**src/rtl/vending_buy_ctrl.sv**
```systemverilog
// vending_buy_ctrl: purchase decision, credit/stock bookkeeping, timed dispense strobe and change return.
module vending_buy_ctrl #(
    parameter int CREDIT_W    = 12,
    parameter int PRICE0      = 300,
    parameter int PRICE1      = 500,
    parameter int PRICE2      = 700,
    parameter int PRICE3      = 1200,
    parameter int STOCK_INIT  = 5,
    parameter int DISP_CYCLES = 4
) (
    input  logic                clk,
    input  logic                reset_n,
    input  logic [3:0]          buy_pulse,
    input  logic [2:0]          coin_pulse,
    input  logic                return_pulse,
    input  logic                restock_pulse,
    output logic [CREDIT_W-1:0] credit,
    output logic [3:0]          stock0,
    output logic [3:0]          stock1,
    output logic [3:0]          stock2,
    output logic [3:0]          stock3,
    output logic [3:0]          dispense,
    output logic                busy,
    output logic [CREDIT_W-1:0] change_amt,
    output logic                change_valid,
    output logic                sold_out,
    output logic                short_credit,
    output logic                coin_reject
);
    localparam int CW = DISP_CYCLES > 1 ? $clog2(DISP_CYCLES) : 1;
    // Sum width holds credit plus the largest coin sum (1600) without wrapping.
    localparam int SW = (CREDIT_W > 11 ? CREDIT_W : 11) + 1;
    localparam logic [SW-1:0] CMAX = SW'({CREDIT_W{1'b1}});
    localparam logic [3:0] SINIT = 4'(STOCK_INIT);

    typedef enum logic {IDLE, DISPENSE} state_t;

    state_t              state, state_nx;
    logic [CW-1:0]       cnt, cnt_nx;
    logic [3:0]          stock [4];
    logic [3:0]          stock_nx [4];
    logic [CREDIT_W-1:0] credit_nx, change_amt_nx, price, after_buy;
    logic [3:0]          dispense_nx;
    logic                cv_nx, so_nx, sc_nx, cr_nx;
    logic [1:0]          sel;
    logic                has_buy, accept, ret_ok;
    logic [10:0]         coin_sum;
    logic [SW-1:0]       total;

    assign has_buy  = |buy_pulse;
    assign sel      = buy_pulse[0] ? 2'd0 : buy_pulse[1] ? 2'd1 : buy_pulse[2] ? 2'd2 : 2'd3;
    assign price    = sel == 2'd0 ? CREDIT_W'(PRICE0) : sel == 2'd1 ? CREDIT_W'(PRICE1) :
                      sel == 2'd2 ? CREDIT_W'(PRICE2) : CREDIT_W'(PRICE3);
    assign coin_sum = (coin_pulse[0] ? 11'd100 : 11'd0) + (coin_pulse[1] ? 11'd500 : 11'd0) +
                      (coin_pulse[2] ? 11'd1000 : 11'd0);
    assign busy     = state == DISPENSE;
    assign stock0   = stock[0];
    assign stock1   = stock[1];
    assign stock2   = stock[2];
    assign stock3   = stock[3];

    always_comb begin
        state_nx      = state;
        cnt_nx        = cnt;
        credit_nx     = credit;
        stock_nx      = stock;
        dispense_nx   = dispense;
        change_amt_nx = change_amt;
        cv_nx         = 1'b0;
        so_nx         = 1'b0;
        sc_nx         = 1'b0;
        cr_nx         = 1'b0;
        accept        = 1'b0;
        ret_ok        = 1'b0;
        after_buy     = credit;
        total         = SW'(credit);
        if (state == DISPENSE) begin
            if (cnt == '0) begin
                state_nx    = IDLE;
                dispense_nx = '0;
            end else begin
                cnt_nx = cnt - CW'(1);
            end
        end else begin
            so_nx     = has_buy && stock[sel] == 4'd0;
            sc_nx     = has_buy && stock[sel] != 4'd0 && credit < price;
            accept    = has_buy && stock[sel] != 4'd0 && credit >= price;
            after_buy = accept ? credit - price : credit;
            ret_ok    = return_pulse && !has_buy && credit != '0;
            total     = SW'(after_buy) + SW'(coin_sum);
            // A return consumes the old credit, so coins arriving with it are refused.
            cr_nx     = coin_pulse != 3'd0 && (ret_ok || total > CMAX);
            credit_nx = ret_ok ? '0 : cr_nx ? after_buy : total[CREDIT_W-1:0];
            if (accept) begin
                stock_nx[sel] = stock[sel] - 4'd1;
                dispense_nx   = 4'b0001 << sel;
                state_nx      = DISPENSE;
                cnt_nx        = CW'(DISP_CYCLES - 1);
            end
            if (ret_ok) begin
                change_amt_nx = credit;
                cv_nx         = 1'b1;
            end
            if (restock_pulse) stock_nx = '{SINIT, SINIT, SINIT, SINIT};
        end
    end

    always_ff @(posedge clk or negedge reset_n) begin
        if (!reset_n) begin
            state        <= IDLE;
            cnt          <= '0;
            credit       <= '0;
            stock        <= '{SINIT, SINIT, SINIT, SINIT};
            dispense     <= '0;
            change_amt   <= '0;
            change_valid <= 1'b0;
            sold_out     <= 1'b0;
            short_credit <= 1'b0;
            coin_reject  <= 1'b0;
        end else begin
            state        <= state_nx;
            cnt          <= cnt_nx;
            credit       <= credit_nx;
            stock        <= stock_nx;
            dispense     <= dispense_nx;
            change_amt   <= change_amt_nx;
            change_valid <= cv_nx;
            sold_out     <= so_nx;
            short_credit <= sc_nx;
            coin_reject  <= cr_nx;
        end
    end
endmodule
```
**config.mk**
```make
export PLATFORM = sky130hd
export DESIGN_NAME = vending_buy_ctrl
export DESIGN_NICKNAME = d
export VERILOG_FILES = /design/src/rtl/vending_buy_ctrl.sv
export SDC_FILE = /design/constraint.sdc
export NUM_CORES = 1
export LEC_CHECK = 0
export ABC_AREA = 1
export CAP_MARGIN = 25
export CORE_MARGIN = 4
export CORE_UTILIZATION = 50
export DETAILED_ROUTE_END_ITERATION = 6
export PLACE_DENSITY_LB_ADDON = 0.08
export SLEW_MARGIN = 20
export SYNTH_ARGS = -nofsm -noshare
export SYNTH_HDL_FRONTEND = slang
export SYNTH_SLANG_ARGS = --single-unit
```
**constraint.sdc**
```tcl
create_clock -name clk -period 5.4 [get_ports clk]
set_input_delay 1.35 -clock clk [delete_from_list [all_inputs] [get_ports clk]]
set_output_delay 1.35 -clock clk [all_outputs]
set_load 0.02 [all_outputs]
```
==> results.toml, run 1 <==
[global_routing]
grt.busiest_layer = "met2"
antenna_found_initial = 0
grt_max_degree = 25
met3_usage = 0.0343
grt_pass1_vias = 3711
grtUsageTotal = 0.246
grt_util_met2 = 0.447
grt_pass1_wl_um = 17300
gr-usage-met1 = 0.308
grt-ovfl-total = 0

[clock_tree]
clk_latency_ns = 0.30
cts.sinks = 47
clockRootBuffer = "clkbuf_8"
path_clk_slew_ns = 0.09
cts_tree = "done"
post-cts-setup-buffer-count = 0
cts_max_path_buffers = 2
cts_buffers = 5
hold_buffers = 0
htree_levels = 2

[worst_setup_path]
crit_top_cell = "nand2_1"
slowest_stage = "fa_1"
crit_buf_inv = 7
path_depth = 29
r2r-end = "credit[9]"
cp_max_fo = 5
critPathCaptureType = "flop"
slowest_delay_ns = 0.38
path_class = "in2reg"
r2r_slack_ns = 1.30
r2r-start = "credit[2]"
critPathTopFamily = "adder cells"
arrival_ns = 5.39
rr_worst_depth = 25
required_ns = 5.65
start_kind = "input port"

[drt]
routed_via_density = 5.15
routed_wirelength_um = 10500
post-route-drc-count = 0
postRouteAntennaNets = 0
first_iter_violations = 157
drtPass1Iterations = 5
avgRoutedWirePerCell_um = 14.2
vias = 3802

[placement]
dpl_worst_slack_ns = -0.463
io_buffer_count = 55
dpl-instance-area_um2 = 4890
hpwlAfterDp_um = 8290
gp_congestion = 0.926

[flow_run]
maxCapViolCount = 0

[floorplan]
rows = 31
ios = 60
die_width_um = 94.4
initial_core_util = 0.514
die_area_um2 = 8900
fp.coreArea_um2 = 7250
die_h_um = 94.4

[synthesis]
synth-async-reset-ratio = 1.00
syn_area_per_cell_um2 = 7.27
yosys_warnings = 0
synthCells = 513
synth_top_area_cell = "dfrtp_1"
synth_seq_cells = 47
netlist.area_leader.share = 0.262
synth-edff-count = 0
seq_area_frac_synth = 0.318
synth_area_um2 = 3730
synth_cell_types = 35
synthFlopType = "dfrtp_1"
synth_area_leaders = "dfrtp_1 (26%), nand2_1 (16%), ha_1 (9.4%)"

[run_status]
status = "complete, no violations"

[layout]
seqCellArea_um2 = 1190
fillers = 610
drive_above_1_share = 0.225
num_antenna_cells = 0
multi_input_area_um2 = 2330
final_area_um2 = 5120
mostFrequentLayoutCell = "nand2_1"
final_cell_mix = "nand2_1 (157), buf_4 (70), nand3_1 (57)"
nets = 685
areaGrowthSynthToFinish_pct = 37.3

[timing]
clock-skew-final_ns = 0.00522
layout_min_cycle_time_ns = 5.15
slew_viol_final = 0
postLayoutSetupSlackWorst_ns = 0.255
fmax_mhz = 194
setup_viol = 0
tightest_slew_ns = 0.760
finalCritPeriodShare = 0.953
hold_ws_ns = 0.489
max_slew_margin = 0.493
finalHoldViolCount = 0

[worst_hold_path]
hold_depth = 2
min_to = "change_amt[6]"
min-delay-start = "change_amt[6]"
hold_path.class = "reg2reg"
cell usage after synthesis, types with 7 or more instances:
cell	instances
a21oi_1	18
nand4_1	7
fa_1	8
inv_1	57
dfrtp_1	39
nand2_1	159
dfstp_2	8
ha_1	28
o21ai_0	11
nand3_1	58
nand2_2	9
o21ai_1	11
nor2_1	36
state kept, by name, summed over array words and instances, names as in the netlist:
register	count
stock1	4
coin_reject	1
stock3	4
change_amt	10
change_valid	1
busy	1
dispense	4
short_credit	1
sold_out	1
cnt	2
credit	10
stock0	4
stock2	4
what timing repair did:
action / CTS / global route
cloned: 0 / 1
setup endpoints to repair: 11 / 11
gates resized for setup: 6 / 19
pin swaps: 0 / 3
layer usage:
metal | wire length, um | share of wire
met1 | 4550 | 0.43
met2 | 5380 | 0.51
met3 | 375 | 0.036
met4 | 168 | 0.016
met5 | 0 | 0
worst max-delay path by stage:
stage | start | to | slack (ns)
after global routing | buy_pulse[1] | credit[9] | -0.03
after detailed placement | buy_pulse[1] | credit[5] | -0.46
after global placement | buy_pulse[1] | credit[5] | -0.33
after floorplan | buy_pulse[1] | credit[11] | 0.27
final | buy_pulse[1] | credit[9] | 0.25
after CTS | buy_pulse[2] | credit[5] | 0.01
stage by stage:
| stage | instances | util | TNS, ns |
|---|---|---|---|
| finish | 738 | 0.706 | 0 |
| global route | 738 | 0.706 | -0.0256 |
| CTS | 737 | 0.695 | 0 |
| detailed placement | 729 | 0.674 | -4.67 |
| global placement | 728 | 0.672 | -3.25 |
| floorplan | 516 | - | 0 |
worst register-to-register path, delay by kind of cell (launching register included):
kind            cells  cell delay (ns)
compound gates      5             0.62
fa+ha+maj           5             1.40
buf+inv             6             0.78
flops               1             0.43
simple gates        9             0.76
final cells by class:
cell class,count,area share
clock buffers,6,0.0142
multi-input cells,393,0.454
clock inverters,2,0.0117
inverters,63,0.0462
flip-flops and latches,47,0.232
repair buffers,128,0.218
well taps,99,0.0242
logic make-up after synthesis:
logic type,synth area share
AND/OR/NAND/NOR,0.363
AO/OA/AOI/OAI,0.0745
other,0.00101
adder cells (fa/ha/maj),0.137
buffers and inverters,0.0856
XOR/XNOR,0.0211
flip-flops,0.318
Power of run 1 is not shown: default switching activity piles up to over one toggle a cycle in this logic, so the estimate is an artifact.
==> run 2: changes to the inputs <==
--- a/config.mk
+++ b/config.mk
@@ -10,7 +10,9 @@
 export CORE_MARGIN = 4
 export CORE_UTILIZATION = 50
 export DETAILED_ROUTE_END_ITERATION = 6
+export MAX_ROUTING_LAYER = met4
 export PLACE_DENSITY_LB_ADDON = 0.08
+export SETUP_SLACK_MARGIN = 0.5
 export SLEW_MARGIN = 20
 export SYNTH_ARGS = -nofsm -noshare
 export SYNTH_HDL_FRONTEND = slang
==> run 2 against run 1 <==
Net effect: hold slack gained 0.0069 ns; count of clock-buffer cells in the layout unchanged; clock skew grew 0.0077 ns; core utilization rose by 4.8 points; die area unchanged; setup slack improved by 0.32 ns; critical endpoint is now credit[7].
==> results.toml, run 2 (synthesis gave the netlist of run 1 again) <==
[run_status]
status = "complete, no violations"

[layout]
reg.largest.list = "change_amt (10), credit (10)"
nets = 702
drive_above_1_share = 0.303
areaGrowthSynthToFinish_pct = 46.7
final_util = 0.754
mostFrequentLayoutCell = "nand2_1"
final_cell_mix = "nand2_1 (143), buf_4 (83), nand3_1 (56)"
fin_cells = 755
num_antenna_cells = 0

[drt]
drtPass1Iterations = 5
postRouteAntennaNets = 0
avgRoutedWirePerCell_um = 16.1
post-route-drc-count = 0
routed_wirelength_um = 12200
routed_via_density = 5.29
first_iter_violations = 162
vias = 3991

[global_routing]
antenna_found_initial = 0
grt_pass1_wl_um = 18800
grt_max_degree = 32
grtUsageTotal = 0.280
grt_pass1_vias = 4048
grt-ovfl-total = 0

[timing]
finalHoldViolCount = 0
setup_viol = 0
finalSetupTns_ns = 0
rsz0062_at_grt = "no"
layout_min_cycle_time_ns = 4.83
tightest_slew_ns = 0.811
slew_viol_final = 0
finalCritPeriodShare = 0.894
max_slew_margin = 0.459
fmax_mhz = 207
clock-skew-final_ns = 0.0129

[worst_setup_path]
path_class = "in2reg"
start_kind = "input port"
arrival_ns = 5.03
r2r_slack_ns = 1.30
r2r-start = "credit[2]"
critPathCaptureType = "flop"
cp_max_fo = 7
r2r-end = "credit[7]"
crit_path_start = "buy_pulse[0]"
required_ns = 5.60
rr_worst_depth = 26
crit_end = "credit[7]"

[clock_tree]
htree_levels = 2
cts_max_path_buffers = 2
path_clk_slew_ns = 0.09
clockRootBuffer = "clkbuf_8"
cts.sinks = 47
cts_tree = "done"
clk_latency_ns = 0.31
cts_buffers = 5

[placement]
gp_congestion = 0.911
io_buffer_count = 55
hpwlAfterDp_um = 9260
dp.cells = 735

[floorplan]
ios = 60
die_h_um = 94.4
initial_core_util = 0.514
die_area_um2 = 8900
fp.coreArea_um2 = 7250
die_width_um = 94.4
rows = 31

[worst_hold_path]
hold_path.class = "reg2reg"

[flow_run]
maxCapViolCount = 0
run 2: changes by cell type in the layout (fill, tap and decap cells not counted), sizes merged:
| cell | previous run | this run |
|---|---|---|
| buf | 74 | 91 |
| bufinv | 2 | 0 |
| clkinv | 0 | 1 |
| dlygate4sd2 | 2 | 0 |
| dlymetal6s2s | 1 | 0 |
| clkbuf | 6 | 8 |
| o21ai | 22 | 23 |
| inv | 63 | 64 |
run 2: how the worst min path moves through the flow:
stage	start	to	slack, ns	depth (start not counted)
4_1_cts	change_amt[3]	change_amt[3]	0.49	2
3_3_place_gp	change_amt[6]	change_amt[6]	0.46	2
2_1_floorplan	cnt[0]	cnt[0]	0.47	2
6_report	change_amt[3]	change_amt[3]	0.50	2
5_1_grt	stock1[2]	stock1[2]	0.53	2
3_5_place_dp	change_amt[3]	change_amt[3]	0.47	2
run 2: layout make-up:
| cell class | count | area, um^2 |
|---|---|---|
| Multi-Input combinational cell | 394 | 2590 |
| Fill cell | 566 | 1780 |
| Timing Repair Buffer | 144 | 1230 |
| Sequential cell | 47 | 1190 |
| Inverter | 63 | 239 |
| Tap cell | 99 | 124 |
| Clock buffer | 6 | 82.6 |
| Clock inverter | 2 | 13.8 |
run 2: metrics by stage:
step / cell area, um^2 / setup WS, ns / hold slack (ns)
floorplan: 3790 / 0.506 / 0.466
global placement: 4950 / -0.222 / 0.457
detailed placement: 4970 / -0.302 / 0.470
CTS: 5100 / 0.501 / 0.494
global route: 5470 / 0.408 / 0.525
finish: 5470 / 0.572 / 0.496
run 2: critical path, cell delays in order:
cell      delay [ns]
clkbuf_4        0.15
nor2_4          0.07
nand2_4         0.13
ha_4            0.16
inv_4           0.04
fa_2            0.37
nand2_2         0.09
nand2_4         0.06
nand2_4         0.07
nand3_4         0.12
nand3_4         0.15
nand2_2         0.06
and2_1          0.15
fa_1            0.37
inv_2           0.07
ha_4            0.13
ha_4            0.14
inv_1           0.07
fa_2            0.38
inv_2           0.07
nand3_1         0.08
nand2_2         0.11
a21oi_4         0.08
a21oi_2         0.19
buf_6           0.14
nand3_1         0.09
nand2_1         0.08
nand2_1         0.05
run 2: repair_timing:
action	in CTS	in global routing
endpoints found under the setup margin	11	11
pin swaps	3	29
hold buffers	0	0
gates cloned	0	1
buffers inserted	1	10
resized for setup	19	67
run 2: routing by layer:
metal	vias to the layer above	GRT usage	part of all wire
met5	-	-	0
met4	0	0.140	0.053
met3	49	0.0239	0.034
met2	135	0.500	0.51
met1	1885	0.314	0.40
li1	1922	-	-
Power of run 2 is left out for the same reason.
==> run 3: changes to the inputs <==
--- a/config.mk
+++ b/config.mk
@@ -10,9 +10,9 @@
 export CORE_MARGIN = 4
 export CORE_UTILIZATION = 50
 export DETAILED_ROUTE_END_ITERATION = 6
+export GPL_ROUTABILITY_DRIVEN = 1
 export MAX_ROUTING_LAYER = met4
-export PLACE_DENSITY_LB_ADDON = 0.08
-export SETUP_SLACK_MARGIN = 0.5
+export PLACE_DENSITY = 0.8
 export SLEW_MARGIN = 20
 export SYNTH_ARGS = -nofsm -noshare
 export SYNTH_HDL_FRONTEND = slang
==> run 3 against run 2 <==
Net effect: setup slack got worse by 0.28 ns; design area down 8.7%; critical path depth unchanged; final cell count down 2.8%; sequential share of layout area up 2.1 points; global-route usage shrank 3.4 points; die area unchanged; hold slack lost 0.0097 ns; highest routed layer unchanged.
==> results.toml, run 3 (synthesis gave the netlist of run 1 again) <==
[run_status]
status = "complete, no violations"

[timing]
setup_viol = 0
fmax_mhz = 196
slew_viol_final = 0
rsz0062_at_grt = "no"
hold_ws_ns = 0.486
layout_min_cycle_time_ns = 5.11
max_slew_margin = 0.519
clock-skew-final_ns = 0.00853
finalCritPeriodShare = 0.946
tightest_slew_ns = 0.722
finalHoldViolCount = 0

[floorplan]
die_width_um = 94.4
ios = 60
die_h_um = 94.4
rows = 31
fp.coreArea_um2 = 7250
die_area_um2 = 8900
initial_core_util = 0.514

[placement]
io_buffer_count = 55
hpwlAfterDp_um = 8140
gp_congestion = 0.925

[layout]
nets = 681
fillers = 589
mostFrequentLayoutCell = "nand2_1"
reg.largest.list = "change_amt (10), credit (10)"
final_cell_mix = "nand2_1 (159), buf_4 (68), inv_1 (57), nand3_1 (57), clkdlybuf4s50_1 (51)"
drive_above_1_share = 0.208
areaGrowthSynthToFinish_pct = 33.9
num_antenna_cells = 0

[global_routing]
grt_pass1_vias = 3683
grt_pass1_wl_um = 16800
antenna_found_initial = 0
grtUsageTotal = 0.246
grt-ovfl-total = 0
grt_max_degree = 48

[worst_setup_path]
r2r-start = "credit[2]"
required_ns = 5.65
slowest_stage = "fa_1"
critPathCaptureType = "flop"
path_class = "in2reg"
start_kind = "input port"
slowest_delay_ns = 0.36
r2r_slack_ns = 1.26
rr_worst_depth = 23
r2r-end = "credit[8]"
arrival_ns = 5.36
cp_max_fo = 9
crit_top_cell = "nand2_1"

[clock_tree]
htree_levels = 2
cts.sinks = 47
cts_buffers = 5
cts_tree = "done"
clockRootBuffer = "clkbuf_8"
cts_max_path_buffers = 2
path_clk_slew_ns = 0.09
clk_latency_ns = 0.31

[drt]
routed_via_density = 5.22
postRouteAntennaNets = 0
vias = 3828
post-route-drc-count = 0
first_iter_violations = 227
avgRoutedWirePerCell_um = 14.1
drtPass1Iterations = 5
routed_wirelength_um = 10300

[flow_run]
maxCapViolCount = 0

[worst_hold_path]
min-delay-start = "change_amt[3]"
min_to = "change_amt[3]"
hold_path.class = "reg2reg"
hold_depth = 2
[run 3: cell types whose count changed in the layout (fill, tap and decap cells not counted), sizes merged]
cell	delta
dlymetal6s2s	+1
inv	-1
clkinvlp	+1
dlygate4sd2	+2
clkbuf	-2
buf	-21
o21ai	-1
[run 3: repair_timing]
| action | in CTS | in global routing |
|---|---|---|
| endpoints found under the setup margin | 10 | 11 |
| hold buffers | 0 | 0 |
| pin swaps | 0 | 4 |
| setup buffers | 0 | 3 |
| gates cloned | 0 | 0 |
| gates resized for setup | 3 | 14 |
[run 3: worst max path at each step]
stage	start	end
2_1_floorplan	buy_pulse[1]	credit[11]
3_3_place_gp	buy_pulse[0]	credit[5]
3_5_place_dp	buy_pulse[1]	credit[5]
6_report	buy_pulse[1]	credit[11]
5_1_grt	buy_pulse[1]	credit[5]
4_1_cts	buy_pulse[2]	credit[7]
[run 3: worst max-delay path: cells and delay by family]
family,cells,cell delay (ns)
AO/OA/AOI/OAI,3,0.29
buffers and inverters,7,0.98
adder cells (fa/ha/maj),5,1.30
AND/OR/NAND/NOR,13,1.45
[run 3: final cells by class]
| class | instances | area (um^2) | share of cell area |
|---|---|---|---|
| multi-input cells | 393 | 2290 | 0.458 |
| flip-flops and latches | 47 | 1190 | 0.238 |
| repair buffers | 124 | 1070 | 0.215 |
| inverters | 63 | 236 | 0.0474 |
| well taps | 99 | 124 | 0.0248 |
| clock buffers | 6 | 72.6 | 0.0145 |
| clock inverters | 2 | 12.5 | 0.00251 |
[run 3: through the flow]
stage | cell area [um^2] | util | TNS (ns) | setup WS [ns] | std cells
4_1_cts | 4910 | 0.677 | 0 | 0.0153 | 731
5_1_grt | 4990 | 0.688 | 0 | 0.0628 | 734
6_report | 4990 | 0.688 | 0 | 0.293 | 734
2_1_floorplan | 3740 | - | 0 | 0.273 | 516
3_5_place_dp | 4820 | 0.665 | -4.15 | -0.400 | 723
3_3_place_gp | 4820 | 0.665 | -2.38 | -0.245 | 723
[run 3: layer usage]
metal	up-vias	part of all wire	global-route usage
li1	1876	-	-
met1	1793	0.42	0.305
met3	27	0.059	0.0375
met5	-	0	-
met4	0	0.028	0.0927
met2	132	0.49	0.408
Power of run 3 is left out for the same reason.
